## config.mk

```make
export PLATFORM = sky130hd
export DESIGN_NAME = conv_mac_engine
export DESIGN_NICKNAME = d
export VERILOG_FILES = /design/src/rtl/conv_mac_engine.sv
export SDC_FILE = /design/constraint.sdc
export NUM_CORES = 1
export LEC_CHECK = 0
export ABC_AREA = 1
export BUFFER_PORTS_ARGS = -buffer_cell sky130_fd_sc_hd__buf_2
export CAP_MARGIN = 20
export CORE_ASPECT_RATIO = 2
export CORE_UTILIZATION = 29
export DETAILED_ROUTE_END_ITERATION = 8
export GPL_TIMING_DRIVEN = 0
export SETUP_SLACK_MARGIN = 0.15
export SLEW_MARGIN = 20
export SYNTH_ARGS = -nofsm -noshare
export SYNTH_HDL_FRONTEND = slang
export SYNTH_SLANG_ARGS = --single-unit
```

## constraint.sdc

```tcl
create_clock -name i_clk -period 4.32 [get_ports i_clk]
set_clock_uncertainty 0.2 [all_clocks]
set_input_delay 0.216 -clock i_clk [delete_from_list [all_inputs] [get_ports i_clk]]
set_output_delay 0.216 -clock i_clk [all_outputs]
set_load 0.1 [all_outputs]
```

## src/rtl/conv_mac_engine.sv

```systemverilog
// -----------------------------------------------------------------------------
// conv_mac_engine
//
// Convolution multiply-accumulate engine. A start request in IDLE streams
// NUM_CH*KERNEL_SIZE*KERNEL_SIZE taps from a window SRAM and a kernel SRAM.
// Both SRAMs have a one-cycle read latency. The engine accumulates the signed
// products. It then arithmetic-right-shifts the sum, optionally clamps negative
// values to zero (ReLU), and saturates to DATA_WIDTH. One result is presented
// with a single-cycle valid pulse.
//
// Ports
//   i_clk       clock, all state on the rising edge
//   i_rst       asynchronous active-high reset
//   i_start     start request, only honoured in IDLE
//   i_win_base  window start address, captured at start
//   i_shift     arithmetic right-shift amount, captured at start
//   i_relu      1 = clamp negative results to 0, captured at start
//   o_win_addr  window SRAM read address
//   o_win_rd    window SRAM read enable
//   i_win_data  window SRAM data, one cycle after o_win_rd
//   o_ker_addr  kernel SRAM read address (tap index)
//   o_ker_rd    kernel SRAM read enable, identical to o_win_rd
//   i_ker_data  kernel SRAM data, one cycle after o_ker_rd
//   o_result    saturated signed result, held until the next result
//   o_acc       raw accumulator at completion, held like o_result
//   o_valid     one-cycle pulse when o_result/o_acc update
//   o_busy      high from the start edge until the end of the valid cycle
// -----------------------------------------------------------------------------
module conv_mac_engine #(
  parameter int KERNEL_SIZE = 3,
  parameter int NUM_CH      = 1,
  parameter int DATA_WIDTH  = 8,
  parameter int ACC_WIDTH   = 20,
  parameter int ADDR_WIDTH  = 8
) (
  input  logic                         i_clk,
  input  logic                         i_rst,
  input  logic                         i_start,
  input  logic [ADDR_WIDTH-1:0]        i_win_base,
  input  logic [$clog2(ACC_WIDTH)-1:0] i_shift,
  input  logic                         i_relu,
  output logic [ADDR_WIDTH-1:0]        o_win_addr,
  output logic                         o_win_rd,
  input  logic [DATA_WIDTH-1:0]        i_win_data,
  output logic [ADDR_WIDTH-1:0]        o_ker_addr,
  output logic                         o_ker_rd,
  input  logic [DATA_WIDTH-1:0]        i_ker_data,
  output logic [DATA_WIDTH-1:0]        o_result,
  output logic [ACC_WIDTH-1:0]         o_acc,
  output logic                         o_valid,
  output logic                         o_busy
);

  localparam int SHIFT_WIDTH = $clog2(ACC_WIDTH);
  localparam int NUM_TAPS    = NUM_CH * KERNEL_SIZE * KERNEL_SIZE;
  localparam int IDX_WIDTH   = (NUM_TAPS > 1) ? $clog2(NUM_TAPS) : 1;
  localparam int PROD_WIDTH  = 2 * DATA_WIDTH;

  localparam logic [IDX_WIDTH-1:0]  LAST_IDX = IDX_WIDTH'(NUM_TAPS - 1);
  localparam logic [IDX_WIDTH-1:0]  IDX_ONE  = IDX_WIDTH'(1);
  localparam logic [ADDR_WIDTH-1:0] ADDR_ONE = ADDR_WIDTH'(1);

  // Saturation bounds of a DATA_WIDTH signed value, expressed at accumulator width.
  localparam logic signed [ACC_WIDTH-1:0] SAT_MAX =
    {{(ACC_WIDTH-DATA_WIDTH+1){1'b0}}, {(DATA_WIDTH-1){1'b1}}};
  localparam logic signed [ACC_WIDTH-1:0] SAT_MIN =
    {{(ACC_WIDTH-DATA_WIDTH+1){1'b1}}, {(DATA_WIDTH-1){1'b0}}};

  localparam logic [1:0] S_IDLE   = 2'd0;
  localparam logic [1:0] S_FETCH  = 2'd1;
  localparam logic [1:0] S_DRAIN  = 2'd2;
  localparam logic [1:0] S_FINISH = 2'd3;

  logic [1:0]                   state_r;
  logic [IDX_WIDTH-1:0]         idx_r;
  logic [SHIFT_WIDTH-1:0]       shift_r;
  logic                         relu_r;
  logic                         mac_en_r;
  logic signed [ACC_WIDTH-1:0]  acc_r;

  logic                         start_s;
  logic signed [PROD_WIDTH-1:0] prod_s;
  logic signed [ACC_WIDTH-1:0]  prod_ext_s;
  logic signed [ACC_WIDTH-1:0]  shifted_s;
  logic [DATA_WIDTH-1:0]        result_s;

  // ReLU first, then clamp into the signed DATA_WIDTH range.
  function automatic logic [DATA_WIDTH-1:0] relu_sat(
    input logic signed [ACC_WIDTH-1:0] value,
    input logic                        relu_en
  );
    logic signed [ACC_WIDTH-1:0] v;
    logic [DATA_WIDTH-1:0]       r;
    if (relu_en && value[ACC_WIDTH-1]) begin
      v = '0;
    end else begin
      v = value;
    end
    if (v > SAT_MAX) begin
      r = SAT_MAX[DATA_WIDTH-1:0];
    end else if (v < SAT_MIN) begin
      r = SAT_MIN[DATA_WIDTH-1:0];
    end else begin
      r = v[DATA_WIDTH-1:0];
    end
    return r;
  endfunction

  assign start_s    = (state_r == S_IDLE) && i_start;
  assign prod_s     = $signed(i_win_data) * $signed(i_ker_data);
  // The size cast sign-extends the full-precision product to accumulator width.
  assign prod_ext_s = ACC_WIDTH'(prod_s);
  assign shifted_s  = acc_r >>> shift_r;
  assign result_s   = relu_sat(shifted_s, relu_r);

  // Sequencer: state, tap counter, SRAM addresses/enables and busy flag.
  always_ff @(posedge i_clk or posedge i_rst) begin
    if (i_rst) begin
      state_r    <= S_IDLE;
      idx_r      <= '0;
      o_win_addr <= '0;
      o_ker_addr <= '0;
      o_win_rd   <= 1'b0;
      o_ker_rd   <= 1'b0;
      o_busy     <= 1'b0;
      shift_r    <= '0;
      relu_r     <= 1'b0;
    end else begin
      case (state_r)
        S_IDLE: begin
          // Busy tracks the start request here.
          // Busy therefore stays high through a back-to-back restart.
          o_busy <= i_start;
          if (i_start) begin
            state_r    <= S_FETCH;
            idx_r      <= '0;
            o_win_addr <= i_win_base;
            o_ker_addr <= '0;
            o_win_rd   <= 1'b1;
            o_ker_rd   <= 1'b1;
            shift_r    <= i_shift;
            relu_r     <= i_relu;
          end else begin
            o_win_rd   <= 1'b0;
            o_ker_rd   <= 1'b0;
          end
        end
        S_FETCH: begin
          if (idx_r == LAST_IDX) begin
            state_r  <= S_DRAIN;
            o_win_rd <= 1'b0;
            o_ker_rd <= 1'b0;
          end else begin
            // The window address wraps naturally at 2^ADDR_WIDTH.
            idx_r      <= idx_r + IDX_ONE;
            o_win_addr <= o_win_addr + ADDR_ONE;
            o_ker_addr <= o_ker_addr + ADDR_ONE;
            o_win_rd   <= 1'b1;
            o_ker_rd   <= 1'b1;
          end
        end
        S_DRAIN: begin
          state_r <= S_FINISH;
        end
        S_FINISH: begin
          state_r <= S_IDLE;
        end
        default: begin
          state_r  <= S_IDLE;
          o_win_rd <= 1'b0;
          o_ker_rd <= 1'b0;
          o_busy   <= 1'b0;
        end
      endcase
    end
  end

  // Accumulator: cleared on start, adds one product per cycle of returned read data.
  always_ff @(posedge i_clk or posedge i_rst) begin
    if (i_rst) begin
      mac_en_r <= 1'b0;
      acc_r    <= '0;
    end else begin
      // Read data arrives one cycle after the enable, so the enable is delayed to qualify it.
      mac_en_r <= o_win_rd;
      if (start_s) begin
        acc_r <= '0;
      end else if (mac_en_r) begin
        acc_r <= acc_r + prod_ext_s;
      end else begin
        acc_r <= acc_r;
      end
    end
  end

  // Result registers: capture the post-processed accumulator at the end of FINISH.
  always_ff @(posedge i_clk or posedge i_rst) begin
    if (i_rst) begin
      o_result <= '0;
      o_acc    <= '0;
      o_valid  <= 1'b0;
    end else if (state_r == S_FINISH) begin
      o_result <= result_s;
      o_acc    <= acc_r;
      o_valid  <= 1'b1;
    end else begin
      o_valid  <= 1'b0;
    end
  end

endmodule

```

=== Word-level counts from Yosys, hierarchy flattened ===
Cells that the tools add are included.

* Add/subtract/negate cells: 4
* $mul: 1
* $lt $le $gt $ge: 2
* Equal/unequal tests: 7
* Shifts and indexed selects: 1
* Mux-type cells: 21
* Reduce and logical (&&, ||, !) cells: 8

{| class="wikitable"
|+ Operator list
! kind !! number
|-
| 20-bit 2-to-1 mux || 3
|-
| 8-bit 2-to-1 mux || 6
|-
| 8-bit case mux with 2 select lines || 2
|-
| 20-bit by 16-bit adder with 20-bit output || 1
|-
| 20-bit by 8-bit greater-than comparator with 1-bit output, second input constant || 1
|-
| 20-bit by 8-bit less-than comparator with 1-bit output, second input constant || 1
|-
| 20-bit by 5-bit >>> shifter with 20-bit output || 1
|-
| 8-bit by 1-bit adder with 8-bit output, second input constant || 2
|-
| 8-bit by 8-bit multiplier with 16-bit output || 1
|-
| 4-bit 2-to-1 mux || 2
|-
| 2-bit case mux with 4 select lines || 1
|-
| 4-bit case mux with 2 select lines || 1
|-
| 2-bit inequality test, second input constant || 3
|-
| 4-bit by 1-bit adder with 4-bit output, second input constant || 1
|-
| 2-bit == test, second input constant || 2
|-
| 4-bit == test, second input constant || 1
|-
| 2-bit 2-to-1 mux || 2
|-
| 2-bit AND reduction || 2
|-
| 2-bit nonzero test || 2
|-
| 1-bit 2-to-1 mux || 3
|-
| 3-bit AND reduction || 1
|-
| 2-bit by 1-bit == test with 1-bit output, second input constant || 1
|-
| 1-bit logical AND || 2
|-
| 2-bit logical NOT || 1
|-
| 1-bit case mux with 2 select lines || 1
|}

* Flip-flop bits (word level): 80
* Bits of input ports: 33
* Output and inout bits: 48
* Logic and storage cells: 57

=== Longest topological paths before layout ===
Gate-level depths: netlist of the first run.

* Depth after elaboration: 6
* Gate-level depth with buffers: 23
* Depth with buffers taken out: 22

=== Worst setup path after synthesis of the first run ===
OpenSTA, ideal clock, no wires.

* Kind: input port to flip-flop
* Start point: in i_ker_data[7]
* End point: reg acc_r[16]
* Setup time: 0.129 ns
* Arrival: 4.466 ns
* Data required time: 3.991 ns
* Path slack: -0.475 ns
* Stages: 17
* Path buffers: 0
* Cells stage by stage: clkinv_1 > or2_2 > fa_1 > fa_1 > inv_1 > fa_1 > fa_1 > fa_1 > ha_1 > a21oi_1 > nand2_1 > nand2_1 > nand2_1 > a21oi_1 > o21ai_0 > o21ai_0 > o21ai_0

* Cells in the longest elaborated chain, start to end: 4

{| class="wikitable"
|+ Ends and longest elaborated chain
! what !! line !! source
|-
| start: declaration || 47 || <nowiki>input logic [DATA_WIDTH-1:0] i_ker_data,</nowiki>
|-
| 8-bit by 8-bit multiplier with 16-bit output || 110 || <nowiki>assign prod_s = $signed(i_win_data) * $signed(i_ker_data);</nowiki>
|-
| 20-bit by 16-bit adder with 20-bit output || 189 || <nowiki>acc_r <= acc_r + prod_ext_s;</nowiki>
|-
| 20-bit 2-to-1 mux || 188 || <nowiki>end else if (mac_en_r) begin</nowiki>
|-
| 20-bit 2-to-1 mux || 186 || <nowiki>if (start_s) begin</nowiki>
|-
| end signal: assignment || 189 ||
|-
| end signal: assignment || 191 || <nowiki>acc_r <= acc_r;</nowiki>
|-
| end: declaration || 79 || <nowiki>logic signed [ACC_WIDTH-1:0] acc_r;</nowiki>
|}

No other way between the ends. The select of a mux whose other input is x is not followed.
A chain may end at the register's enable or synchronous reset.

=== Worst setup path in the final report of the first run ===
* Start point: reg acc_r[6]
* End point: reg acc_r[16]

* Cells in the longest elaborated chain, start to end: 3

{| class="wikitable"
|+ Ends and longest elaborated chain
! what !! line
|-
| 20-bit by 16-bit adder with 20-bit output || 189
|-
| 20-bit 2-to-1 mux || 188
|-
| 20-bit 2-to-1 mux || 186
|}

No other way between the ends. The select of a mux whose other input is x is not followed.

==> impl_metrics.prom, run 1 <==
# TYPE chip_impl_metric gauge
chip_impl_metric{name="syn_area",unit="mm^2"} 0.00802
chip_impl_metric{name="ys_ff_latch",unit=""} 80
chip_impl_metric{name="path_clk_slew",unit="ns"} 0.06
chip_impl_metric{name="max_clock_buf_depth",unit=""} 2
chip_impl_metric{name="synth.distinct_cells",unit=""} 40
chip_impl_metric{name="finalHoldWorstSlack",unit="ns"} 0.0375
chip_impl_metric{name="final_design_area_no_fill",unit="mm^2"} 0.0102
chip_impl_info{name="cts_tree",value="built"} 1
chip_impl_metric{name="grt_pass1_vias",unit=""} 7438
chip_impl_metric{name="synth-edff-count",unit=""} 0
chip_impl_info{name="grt_setup_unrepaired",value="true"} 1
chip_impl_metric{name="finish_stage_setup_viols",unit=""} 5
chip_impl_metric{name="vias_per_cell",unit=""} 4.73
chip_impl_info{name="master_cell_of_the_clock_root_buffer",value="clkbuf_16"} 1
chip_impl_metric{name="floorplan.initialDensity",unit="%"} 29.7
chip_impl_metric{name="clkSinkCount",unit=""} 80
chip_impl_info{name="final_common_cell",value="nand2_1"} 1
chip_impl_metric{name="ys_seq_area_share",unit="%"} 25.0
chip_impl_metric{name="core-area",unit="mm^2"} 0.0270
chip_impl_metric{name="skew_pair_late_insertion_delay",unit="ns"} 0.35
chip_impl_info{name="outcome",value="complete, but fails checks"} 1
chip_impl_metric{name="antenna_found_initial",unit=""} 0
chip_impl_metric{name="synthesis.area_per_instance",unit="um^2"} 7.83
chip_impl_metric{name="post_dp_cell_area",unit="mm^2"} 0.00914
chip_impl_metric{name="synth-warning-count",unit=""} 0
chip_impl_info{name="crit_chain",value="inv_2 > fa_1 > inv_1 > fa_1 > inv_2 > fa_2 > inv_2 > fa_2 > fa_2 > ha_4 > a21oi_2 > nand2_2 > nand2_2 > nand2_4 > a21oi_4 > o21ai_2 > a21oi_1 > o21ai_1 > o21ai_1"} 1
chip_impl_metric{name="share_of_layout_cells_above_drive_strength_1",unit="%"} 22.0
chip_impl_metric{name="dr_total_vias",unit=""} 7069
chip_impl_metric{name="net_count_of_the_finished_layout",unit=""} 1320
chip_impl_metric{name="numPortBuffers",unit=""} 65
chip_impl_info{name="failed_checks",value="negative setup slack"} 1
chip_impl_metric{name="htreeDepth",unit=""} 3
chip_impl_metric{name="grtUsageTotal",unit="%"} 17.1
chip_impl_info{name="end_kind",value="flip-flop"} 1
chip_impl_metric{name="post_drt_wl_per_cell",unit="um"} 15.6
chip_impl_metric{name="remaining_drc_errors",unit=""} 0
chip_impl_metric{name="report.final.hold_viol_count",unit=""} 0
chip_impl_metric{name="fmaxAchievable",unit="GHz"} 0.227
chip_impl_metric{name="first_pass_grt_wire_length",unit="um"} 37300
chip_impl_metric{name="layout_min_cycle_time",unit="ns"} 4.41
chip_impl_info{name="worst_hold_path_type",value="in -> reg"} 1
chip_impl_metric{name="netlist.area_leader.share",unit="%"} 25.0
chip_impl_metric{name="slew_violations",unit=""} 0
chip_impl_metric{name="routabilityCongestion",unit=""} 0.901
chip_impl_info{name="post_synth_main_area_contributors",value="dfrtp_1 25%, fa_1 22%, nand2_1 12%, inv_1 9.0%, ha_1 8.4%"} 1
chip_impl_metric{name="largest_net_degree_at_the_start_of_global_routing",unit=""} 43
chip_impl_metric{name="fin_setup_tns",unit="ns"} -0.344
chip_impl_metric{name="die_area",unit="mm^2"} 0.0284
chip_impl_info{name="synth_largest_area_cell",value="dfrtp_1"} 1
chip_impl_metric{name="antenna_cells",unit=""} 0
chip_impl_metric{name="final_core_util",unit="%"} 37.6
chip_impl_metric{name="worst-endpoint-arrival",unit="ns"} 4.48
chip_impl_metric{name="first_pass_iters",unit=""} 5
chip_impl_metric{name="min_period_over_period",unit="%"} 102
chip_impl_metric{name="worstHoldPathCells",unit=""} 3
chip_impl_metric{name="hpwlAfterDp",unit="um"} 19100
chip_impl_metric{name="dieWidth",unit="um"} 120
chip_impl_metric{name="cts_buffers",unit=""} 9
chip_impl_metric{name="post_drt_antenna_nets",unit=""} 0
chip_impl_metric{name="share_of_flip_flops_with_an_asynchronous_set_or_reset",unit="%"} 100
chip_impl_metric{name="setup_ws",unit="ns"} -0.0894
chip_impl_metric{name="critical_path.max_stage_delay",unit="ns"} 0.57
chip_impl_metric{name="chip_height",unit="um"} 237
chip_impl_metric{name="placementRows",unit=""} 85
chip_impl_metric{name="area_added_between_synthesis_and_finish",unit="%"} 26.7
chip_impl_metric{name="drt_iter0_markers",unit=""} 198
chip_impl_metric{name="slew_headroom",unit="%"} 58.2
chip_impl_metric{name="r2r_cells",unit=""} 19
chip_impl_metric{name="gr-total-overflow",unit=""} 0
chip_impl_metric{name="detail_route.wirelength",unit="um"} 23300
chip_impl_metric{name="tightest_slew",unit="ns"} 0.627
chip_impl_metric{name="syn_nets",unit=""} 1199
chip_impl_metric{name="path_max_fanout",unit=""} 4
chip_impl_info{name="timing.critical_path.slowest_stage_cell",value="fa_2"} 1
chip_impl_info{name="mostFrequentLayoutCells",value="249 x nand2_1, 175 x inv_1, 81 x fa_1"} 1
chip_impl_metric{name="cp_data_required_time",unit="ns"} 4.39
chip_impl_info{name="setup.worst_path.class",value="reg -> reg"} 1
chip_impl_metric{name="top_level_ports",unit=""} 81
chip_impl_info{name="timing.critical_path.from_type",value="flip-flop"} 1
chip_impl_metric{name="cell_count_after_synthesis",unit=""} 1024
chip_impl_metric{name="max_cap_violations",unit=""} 0
chip_impl_info{name="synth_flop_cell",value="dfrtp_1"} 1
-- synth_stat cells (3+ instances only) --
cell and n:
buf_6 7, nor3_1 7, a21oi_1 47, o31ai_1 3, dfrtp_1 80, nand2_1 267
nand3_1 56, or2_2 5, xnor2_1 8, ha_1 54, nor2_1 47, o22ai_1 9
xor2_1 5, nand4_1 4, o21ai_0 80, nand2_2 4, clkbuf_1 24, fa_1 88
inv_1 193, a31oi_1 4, buf_2 4
-- path summary, 6_finish.rpt --
path / startpoint / endpoint / slack, ns
hold / removal: i_start / o_ker_rd$_DFFE_PP0P_ / 0.04
min in group asynchronous: i_rst / acc_r[0]$_DFFE_PP0P_ / 0.27
setup / recovery: acc_r[6]$_DFFE_PP0P_ / acc_r[16]$_DFFE_PP0P_ / -0.09
max in group asynchronous: i_rst / shift_r[1]$_DFFE_PP0P_ / 3.04
setup reg to reg: acc_r[6]$_DFFE_PP0P_ / acc_r[16]$_DFFE_PP0P_ / -0.09
hold reg to reg: o_ker_rd$_DFFE_PP0P_ / mac_en_r$_DFF_PP0_ / 0.25
-- cells by family (layout without fill, tap and decap cells) --
family | after synthesis | count (layout) | share of synthesized area [%]
adders and majority gates | 142 | 142 | 30.4
xor gates and xnor gates | 13 | 13 | 1.42
AOI/OAI and AO/OA | 155 | 155 | 10.5
buffers and inverters | 237 | 361 | 12.3
DFF | 80 | 80 | 25.0
and+or+nand+nor | 396 | 396 | 20.3
muxes | 1 | 1 | 0.125
-- flip-flops by register name (all words and copies together), names as in the netlist --
| signal | count |
|---|---|
| acc_r | 20 |
| idx_r | 4 |
| mac_en_r | 1 |
| o_acc | 20 |
| o_busy | 1 |
| o_ker_addr | 8 |
| o_ker_rd | 1 |
| o_result | 8 |
| o_valid | 1 |
| o_win_addr | 8 |
| relu_r | 1 |
| shift_r | 5 |
| state_r | 2 |
-- area by class of cell --
class | instances | area (um^2)
timing repair buffer | 110 | 761
fill | 2819 | 16800
multi-input combinational | 707 | 5580
clock buffer | 10 | 239
inverter | 198 | 777
clock inverter | 4 | 70.1
buffer | 39 | 302
tap | 348 | 435
sequential | 80 | 2010
-- metal layers --
layer	global-route usage, %	share of wire [%]	routed length (um)
met3	1.99	2.6	602
met4	9.39	4.7	1110
met2	35.6	61	14100
met5	0	0	0
met1	15.1	32	7470
-- worst max-delay path: cells and delay by family (launching register included) --
kind	cells	cell delay (ns)
AO/OA/AOI/OAI	6	0.73
adder cells (fa/ha/maj)	6	2.63
flip-flops	1	0.33
buffers and inverters	4	0.18
AND/OR/NAND/NOR	3	0.26
-- through the flow --
step           setup slack [ns]  std cells
2_1_floorplan            -0.152       1024
3_3_place_gp             -0.695       1437
3_5_place_dp             -0.761       1438
4_1_cts                  -0.106       1490
5_1_grt                  -0.246       1496
6_report                -0.0894       1496
-- repair_timing --
item,in CTS,in global routing
buffers inserted,24,6
setup endpoints to repair,12,11
hold buffers,14,0
gates resized for setup,71,36
endpoints found under the hold margin,51,0
pin swaps,48,23
Power of run 1 is left out: the tool's default activity adds up to more than one toggle a clock period on the data nets, which glitch-free logic cannot reach.
==> run 2: changes to the inputs <==
==> constraint.sdc (replaced) <==
create_clock -name i_clk -period 4.32 [get_ports i_clk]
set_clock_uncertainty 0.2 [all_clocks]
set_input_delay 0.864 -clock i_clk [delete_from_list [all_inputs] [get_ports i_clk]]
set_output_delay 0.864 -clock i_clk [all_outputs]
set_load 0.1 [all_outputs]
==> run 2 against run 1 <==
  * The flow still finishes with violations (negative setup slack)
  * Flip-flop and latch count did not move
  * Count of clock-buffer cells in the layout unchanged
  * Global-route usage is essentially flat
  * Die area did not move
  * Wire length fell by 1.5%
  * Via count decreased by 1.6%
  * Largest cell class unchanged
==> impl_metrics.prom, run 2 (same netlist as run 1, synthesis figures left out) <==
# TYPE chip_impl_metric gauge
chip_impl_metric{name="antenna_cells",unit=""} 0
chip_impl_metric{name="antenna_found_initial",unit=""} 0
chip_impl_metric{name="post_drt_wl_per_cell",unit="um"} 15.5
chip_impl_metric{name="finalNonFillerCells",unit=""} 1482
chip_impl_metric{name="cts.hold.buffers_added",unit=""} 0
chip_impl_metric{name="htreeDepth",unit=""} 3
chip_impl_info{name="master_cell_of_the_clock_root_buffer",value="clkbuf_16"} 1
chip_impl_metric{name="first_pass_iters",unit=""} 5
chip_impl_metric{name="fmaxAchievable",unit="GHz"} 0.201
chip_impl_metric{name="max_cap_violations",unit=""} 0
chip_impl_info{name="crit_chain",value="clkbuf_16 > nand2_4 > clkinvlp_4 > buf_12 > buf_4 > fa_2 > fa_1 > fa_1 > fa_1 > ha_4 > ha_4 > nand2_1 > inv_2 > nand3_1 > inv_1 > nand2_1 > nand2_2 > a21oi_2 > o21ai_1 > a21oi_1 > o21ai_1 > o21ai_0"} 1
chip_impl_info{name="grt_setup_unrepaired",value="true"} 1
chip_impl_metric{name="critical_path.max_stage_delay",unit="ns"} 0.58
chip_impl_info{name="end_kind",value="flip-flop"} 1
chip_impl_metric{name="grtUsageTotal",unit="%"} 17.1
chip_impl_metric{name="routabilityCongestion",unit=""} 0.943
chip_impl_metric{name="path_max_fanout",unit=""} 9
chip_impl_metric{name="slew_headroom",unit="%"} 57.0
chip_impl_metric{name="chip_height",unit="um"} 237
chip_impl_metric{name="clkSinkCount",unit=""} 80
chip_impl_info{name="final_common_cell",value="nand2_1"} 1
chip_impl_metric{name="share_of_layout_cells_above_drive_strength_1",unit="%"} 22.0
chip_impl_metric{name="placementRows",unit=""} 85
chip_impl_metric{name="grt_pass1_vias",unit=""} 7526
chip_impl_metric{name="finish_stage_setup_viols",unit=""} 12
chip_impl_info{name="cts_tree",value="built"} 1
chip_impl_info{name="cp_common_cell",value="fa_1"} 1
chip_impl_metric{name="skew_pair_late_insertion_delay",unit="ns"} 0.35
chip_impl_metric{name="die_area",unit="mm^2"} 0.0284
chip_impl_metric{name="top_level_ports",unit=""} 81
chip_impl_metric{name="tightest_slew",unit="ns"} 0.645
chip_impl_info{name="worst_hold_path_type",value="reg -> reg"} 1
chip_impl_metric{name="floorplan.initialDensity",unit="%"} 29.7
chip_impl_metric{name="core-area",unit="mm^2"} 0.0270
chip_impl_metric{name="area_added_between_synthesis_and_finish",unit="%"} 25.9
chip_impl_metric{name="dieWidth",unit="um"} 120
chip_impl_metric{name="largest_net_degree_at_the_start_of_global_routing",unit=""} 44
chip_impl_info{name="mostFrequentLayoutCells",value="246 x nand2_1, 179 x inv_1, 82 x fa_1"} 1
chip_impl_metric{name="dr_total_vias",unit=""} 6959
chip_impl_metric{name="fin_setup_tns",unit="ns"} -6.14
chip_impl_metric{name="path_clk_slew",unit="ns"} 0.06
chip_impl_metric{name="pre_cts_ws",unit="ns"} -1.37
chip_impl_metric{name="setup_ws",unit="ns"} -0.662
chip_impl_info{name="outcome",value="complete, but fails checks"} 1
chip_impl_metric{name="min_period_over_period",unit="%"} 115
chip_impl_metric{name="drt_iter0_markers",unit=""} 307
chip_impl_metric{name="gr-total-overflow",unit=""} 0
chip_impl_metric{name="report.final.hold_viol_count",unit=""} 0
chip_impl_metric{name="remaining_drc_errors",unit=""} 0
chip_impl_info{name="largest_registers",value="acc_r x20, o_acc x20"} 1
chip_impl_metric{name="worst-endpoint-arrival",unit="ns"} 5.01
chip_impl_info{name="timing.critical_path.slowest_stage_cell",value="fa_2"} 1
chip_impl_metric{name="hpwlAfterDp",unit="um"} 19100
chip_impl_info{name="failed_checks",value="negative setup slack"} 1
chip_impl_metric{name="dp_cells",unit=""} 1438
chip_impl_metric{name="slew_violations",unit=""} 0
chip_impl_metric{name="numPortBuffers",unit=""} 65
chip_impl_metric{name="detail_route.wirelength",unit="um"} 22900
chip_impl_info{name="timing.critical_path.from_type",value="primary input"} 1
chip_impl_info{name="setup.worst_path.class",value="in -> reg"} 1
chip_impl_metric{name="net_count_of_the_finished_layout",unit=""} 1305
chip_impl_metric{name="vias_per_cell",unit=""} 4.70
chip_impl_metric{name="cp_data_required_time",unit="ns"} 4.34
chip_impl_metric{name="layout_min_cycle_time",unit="ns"} 4.98
chip_impl_metric{name="cts_buffers",unit=""} 9
chip_impl_metric{name="max_clock_buf_depth",unit=""} 2
chip_impl_metric{name="first_pass_grt_wire_length",unit="um"} 37500
chip_impl_metric{name="post_drt_antenna_nets",unit=""} 0
==> run 2: changes by cell type in the layout (fill, tap and decap cells not counted), sizes merged <==
cell and delta:
buf +1, bufinv -1, clkbuf -2, clkinvlp +1
dlygate4sd3 -14, inv +1
==> run 2: layout make-up <==
| class | count | area (um^2) |
|---|---|---|
| repair buffers | 95 | 628 |
| clock inverters | 5 | 56.3 |
| clock buffers | 10 | 239 |
| multi-input cells | 707 | 5580 |
| plain buffers | 39 | 379 |
| flip-flops and latches | 80 | 2000 |
| inverters | 198 | 785 |
| well taps | 348 | 435 |
| fillers | 2802 | 16900 |
==> run 2: worst paths after layout <==
| check | startpoint | end | slack (ns) | depth (start not counted) |
|---|---|---|---|---|
| min | o_ker_rd$_DFFE_PP0P_ | mac_en_r$_DFF_PP0_ | 0.25 | 0 |
| max | i_win_data[7] | acc_r[16]$_DFFE_PP0P_ | -0.66 | 22 |
| min reg2reg | o_ker_rd$_DFFE_PP0P_ | mac_en_r$_DFF_PP0_ | 0.25 | 0 |
| min in group asynchronous | i_rst | o_acc[13]$_DFFE_PP0P_ | 0.36 | 2 |
| max in group asynchronous | i_rst | acc_r[12]$_DFFE_PP0P_ | 2.94 | 3 |
| max reg2reg | acc_r[6]$_DFFE_PP0P_ | acc_r[12]$_DFFE_PP0P_ | -0.31 | 18 |
==> run 2: what timing repair did <==
| action | in CTS | in global routing |
|---|---|---|
| pin swaps | 28 | 52 |
| endpoints found under the setup margin | 13 | 13 |
| gates resized for setup | 45 | 52 |
| setup buffers | 19 | 10 |
==> run 2: layer usage <==
layer | GRT usage (%) | vias to the layer above | wire length (um)
li1 | - | 3370 | -
met1 | 14.6 | 3395 | 7150
met2 | 35.9 | 137 | 14100
met3 | 2.45 | 57 | 696
met4 | 9.24 | 0 | 1010
met5 | 0 | - | 0
==> run 2: through the flow <==
stage	hold WS, ns	utilization [%]	area, um^2
detailed placement	0.242	34.2	9250
finish	0.254	37.4	10100
floorplan	0.258	-	8460
CTS	0.259	36.5	9850
global placement	0.233	34.1	9220
global route	0.269	37.4	10100
==> run 2: worst max-delay path, delay by kind of cell <==
kind | cells | cell delay [ns]
compound gates | 5 | 0.52
fa+ha+maj | 6 | 2.54
buf+inv | 6 | 0.67
simple gates | 5 | 0.40
Power of run 2 is left out for the same reason.
==> run 3: changes to the inputs <==
--- a/config.mk
+++ b/config.mk
@@ -5,7 +5,6 @@
 export SDC_FILE = /design/constraint.sdc
 export NUM_CORES = 1
 export LEC_CHECK = 0
-export ABC_AREA = 1
 export BUFFER_PORTS_ARGS = -buffer_cell sky130_fd_sc_hd__buf_2
 export CAP_MARGIN = 20
 export CORE_ASPECT_RATIO = 2
==> run 3 against run 2 <==
  * Worst setup slack worse by 0.19 ns
  * Critical path depth is 3 lower
  * Final cell count shrank 13%
  * First-iteration DRC count is 42% lower
  * Core utilization up 0.12 points
  * Non-clock buffer count up 11
  * The flow still finishes with violations (negative setup slack)
  * Worst hold slack lost 0.016 ns
  * Cell area rose by 2.3%
  * Largest cell class unchanged
  * Critical endpoint is now acc_r[14]$_DFFE_PP0P_
  * Synthesized cell count down 21%
  * Sequential share of layout area fell by 0.44 points
==> impl_metrics.prom, run 3 <==
# TYPE chip_impl_metric gauge
chip_impl_metric{name="syn_nets",unit=""} 987
chip_impl_metric{name="core-area",unit="mm^2"} 0.0275
chip_impl_info{name="crit_chain",value="buf_12 > and2_4 > inv_2 > fa_1 > inv_1 > fa_1 > fa_1 > fa_1 > fa_2 > ha_4 > o21a_1 > o31ai_4 > a31oi_4 > o31ai_4 > buf_4 > nand2b_4 > xor2_1 > mux2i_1 > nor2_1"} 1
chip_impl_info{name="synth_flop_cell",value="dfrtp_1"} 1
chip_impl_metric{name="first_pass_grt_wire_length",unit="um"} 35400
chip_impl_metric{name="finish_stage_setup_viols",unit=""} 13
chip_impl_metric{name="post_drt_antenna_nets",unit=""} 0
chip_impl_metric{name="synth-warning-count",unit=""} 0
chip_impl_info{name="failed_checks",value="negative setup slack"} 1
chip_impl_metric{name="ys_ff_latch",unit=""} 80
chip_impl_metric{name="path_max_fanout",unit=""} 5
chip_impl_metric{name="critical_path.max_stage_delay",unit="ns"} 0.57
chip_impl_info{name="largest_registers",value="acc_r x20, o_acc x20"} 1
chip_impl_metric{name="synth_xor_area_share",unit="%"} 2.92
chip_impl_metric{name="largest_net_degree_at_the_start_of_global_routing",unit=""} 44
chip_impl_metric{name="setup_ws",unit="ns"} -0.854
chip_impl_info{name="outcome",value="complete, but fails checks"} 1
chip_impl_metric{name="share_of_layout_cells_above_drive_strength_1",unit="%"} 30.2
chip_impl_metric{name="drt_iter0_markers",unit=""} 178
chip_impl_metric{name="multiplexer_share_of_the_synthesized_area",unit="%"} 12.5
chip_impl_info{name="timing.critical_path.from_type",value="primary input"} 1
chip_impl_metric{name="vias_per_cell",unit=""} 4.93
chip_impl_metric{name="cp_data_required_time",unit="ns"} 4.33
chip_impl_info{name="final_common_cell",value="inv_1"} 1
chip_impl_metric{name="report.final.hold_viol_count",unit=""} 0
chip_impl_info{name="mostFrequentLayoutCells",value="106 x inv_1, 80 x dfrtp_1, 79 x fa_1"} 1
chip_impl_metric{name="synth.distinct_cells",unit=""} 58
chip_impl_metric{name="max_cap_violations",unit=""} 0
chip_impl_metric{name="dieWidth",unit="um"} 120
chip_impl_info{name="busiest_layer",value="met2"} 1
chip_impl_metric{name="grtUsageTotal",unit="%"} 15.9
chip_impl_metric{name="grt.met2_usage",unit="%"} 31.3
chip_impl_metric{name="cts.hold.buffers_added",unit=""} 0
chip_impl_metric{name="gr-total-overflow",unit=""} 0
chip_impl_metric{name="detail_route.wirelength",unit="um"} 21500
chip_impl_metric{name="fmaxAchievable",unit="GHz"} 0.193
chip_impl_info{name="grt_setup_unrepaired",value="true"} 1
chip_impl_info{name="synth_largest_area_cell",value="dfrtp_1"} 1
chip_impl_info{name="synth_common_cells",value="118 x inv_1, 88 x fa_1, 80 x dfrtp_1"} 1
chip_impl_metric{name="net_count_of_the_finished_layout",unit=""} 1114
chip_impl_metric{name="top_level_ports",unit=""} 81
chip_impl_metric{name="finalNonFillerCells",unit=""} 1295
chip_impl_info{name="timing.critical_path.slowest_stage_cell",value="fa_2"} 1
chip_impl_metric{name="compound_gate_fraction_of_synth_area",unit="%"} 9.66
chip_impl_metric{name="pre_cts_ws",unit="ns"} -1.64
chip_impl_metric{name="first_pass_iters",unit=""} 4
chip_impl_metric{name="grt_pass1_vias",unit=""} 7030
chip_impl_info{name="main_combinational_cell_family_by_area_after_synthesis",value="adder cells"} 1
chip_impl_metric{name="post_drt_wl_per_cell",unit="um"} 16.6
chip_impl_info{name="end_kind",value="flip-flop"} 1
chip_impl_metric{name="routabilityCongestion",unit=""} 0.907
chip_impl_metric{name="share_of_flip_flops_with_an_asynchronous_set_or_reset",unit="%"} 100
chip_impl_metric{name="hpwlAfterDp",unit="um"} 16900
chip_impl_info{name="worst_hold_path_type",value="reg -> reg"} 1
chip_impl_metric{name="syn_area",unit="mm^2"} 0.00810
chip_impl_metric{name="path_clk_slew",unit="ns"} 0.06
chip_impl_metric{name="worst-endpoint-arrival",unit="ns"} 5.18
chip_impl_info{name="setup.worst_path.class",value="in -> reg"} 1
chip_impl_metric{name="die_area",unit="mm^2"} 0.0286
chip_impl_metric{name="max_clock_buf_depth",unit=""} 2
chip_impl_metric{name="fin_setup_tns",unit="ns"} -7.87
chip_impl_info{name="most_repeated_cell_in_the_gate_level_netlist_after_synthesis",value="inv_1"} 1
chip_impl_metric{name="remaining_drc_errors",unit=""} 0
chip_impl_metric{name="synth-edff-count",unit=""} 0
chip_impl_metric{name="placementRows",unit=""} 86
chip_impl_metric{name="layout_min_cycle_time",unit="ns"} 5.17
chip_impl_metric{name="cell_count_after_synthesis",unit=""} 812
chip_impl_metric{name="slew_violations",unit=""} 0
chip_impl_metric{name="grtUsageMet3",unit="%"} 2.06
chip_impl_metric{name="ys_seq_area_share",unit="%"} 24.7
chip_impl_info{name="master_cell_of_the_clock_root_buffer",value="clkbuf_16"} 1
chip_impl_metric{name="numPortBuffers",unit=""} 79
chip_impl_info{name="cp_common_cell",value="fa_1"} 1
chip_impl_metric{name="cts_buffers",unit=""} 9
chip_impl_metric{name="antenna_cells",unit=""} 0
chip_impl_metric{name="htreeDepth",unit=""} 3
chip_impl_info{name="critPathTopFamily",value="adder cells"} 1
chip_impl_metric{name="grt_use_met1",unit="%"} 15.3
chip_impl_metric{name="area_added_between_synthesis_and_finish",unit="%"} 27.6
chip_impl_metric{name="min_period_over_period",unit="%"} 120
chip_impl_metric{name="clkSinkCount",unit=""} 80
chip_impl_metric{name="dp_cells",unit=""} 1244
chip_impl_metric{name="synth_adder_area_share",unit="%"} 30.1
chip_impl_metric{name="skew_pair_late_insertion_delay",unit="ns"} 0.34
chip_impl_metric{name="post_synth_and_or_nand_nor_area_fraction",unit="%"} 12.2
chip_impl_metric{name="slew_headroom",unit="%"} 52.9
chip_impl_metric{name="floorplan.initialDensity",unit="%"} 29.4
chip_impl_metric{name="timing.critical_path.buf_inv",unit=""} 4
chip_impl_metric{name="netlist.area_leader.share",unit="%"} 24.7
chip_impl_info{name="cts_tree",value="built"} 1
chip_impl_metric{name="dr_total_vias",unit=""} 6379
chip_impl_info{name="post_synth_main_area_contributors",value="dfrtp_1 25%, fa_1 22%, ha_1 8.3%, inv_1 5.5%, mux4_2 4.7%"} 1
chip_impl_metric{name="chip_height",unit="um"} 238
chip_impl_metric{name="synthesis.area_per_instance",unit="um^2"} 9.97
chip_impl_metric{name="tightest_slew",unit="ns"} 0.706
chip_impl_metric{name="antenna_found_initial",unit=""} 0
==> run 3: cell types whose count changed after synthesis, moves of 24 or more <==
| cell | delta |
|---|---|
| and2_1 | +35 |
| inv_1 | -75 |
| mux2_2 | +24 |
| mux2i_1 | +31 |
| nand2_1 | -194 |
| nand3_1 | -43 |
| o21ai_0 | -39 |
==> run 3: what timing repair did <==
item	in CTS	in global routing
gates resized for setup	100	25
gates cloned	0	0
buffers inserted	29	7
pin swaps	61	43
endpoints found under the setup margin	14	15
==> run 3: final cells by class <==
cell class	instances	area (um^2)
fillers	2790	17200
flip-flops and latches	80	2000
multi-input cells	583	6050
inverters	120	464
plain buffers	29	213
clock inverters	6	109
well taps	352	440
repair buffers	116	833
clock buffers	9	225
==> run 3: cell families after synthesis <==
family                     after synthesis
and+or+nand+nor                        216
buffers and inverters                  149
adders and majority gates              142
AOI/OAI and AO/OA                      123
DFF                                     80
muxes                                   75
xor gates and xnor gates                27
==> run 3: layer usage <==
layer | share of wire, % | vias to the layer above
met4 | 5.5 | 0
met1 | 34 | 3206
met2 | 57 | 166
li1 | - | 2933
met3 | 3.2 | 74
met5 | 0 | -
==> run 3: path summary, 6_finish.rpt <==
path                                      start                         to  slack [ns]  cells past startpoint
setup / recovery                  i_win_data[7]      acc_r[14]$_DFFE_PP0P_       -0.85                     19
hold / removal             o_ker_rd$_DFFE_PP0P_         mac_en_r$_DFF_PP0_        0.24                      0
setup reg to reg           acc_r[6]$_DFFE_PP0P_      acc_r[14]$_DFFE_PP0P_       -0.77                     19
hold reg to reg            o_ker_rd$_DFFE_PP0P_         mac_en_r$_DFF_PP0_        0.24                      0
max in group asynchronous                 i_rst      o_acc[15]$_DFFE_PP0P_        2.97                      3
min in group asynchronous                 i_rst  o_ker_addr[3]$_DFFE_PP0P_        0.36                      2
==> run 3: through the flow <==
stage | hold WS [ns] | util [%] | cell area (um^2)
after floorplan | 0.237 | - | 8230
after global placement | 0.225 | 32.9 | 9060
after detailed placement | 0.229 | 33.0 | 9090
after CTS | 0.244 | 36.9 | 10200
after global routing | 0.268 | 37.5 | 10300
final | 0.238 | 37.5 | 10300
Power of run 3 is left out for the same reason.
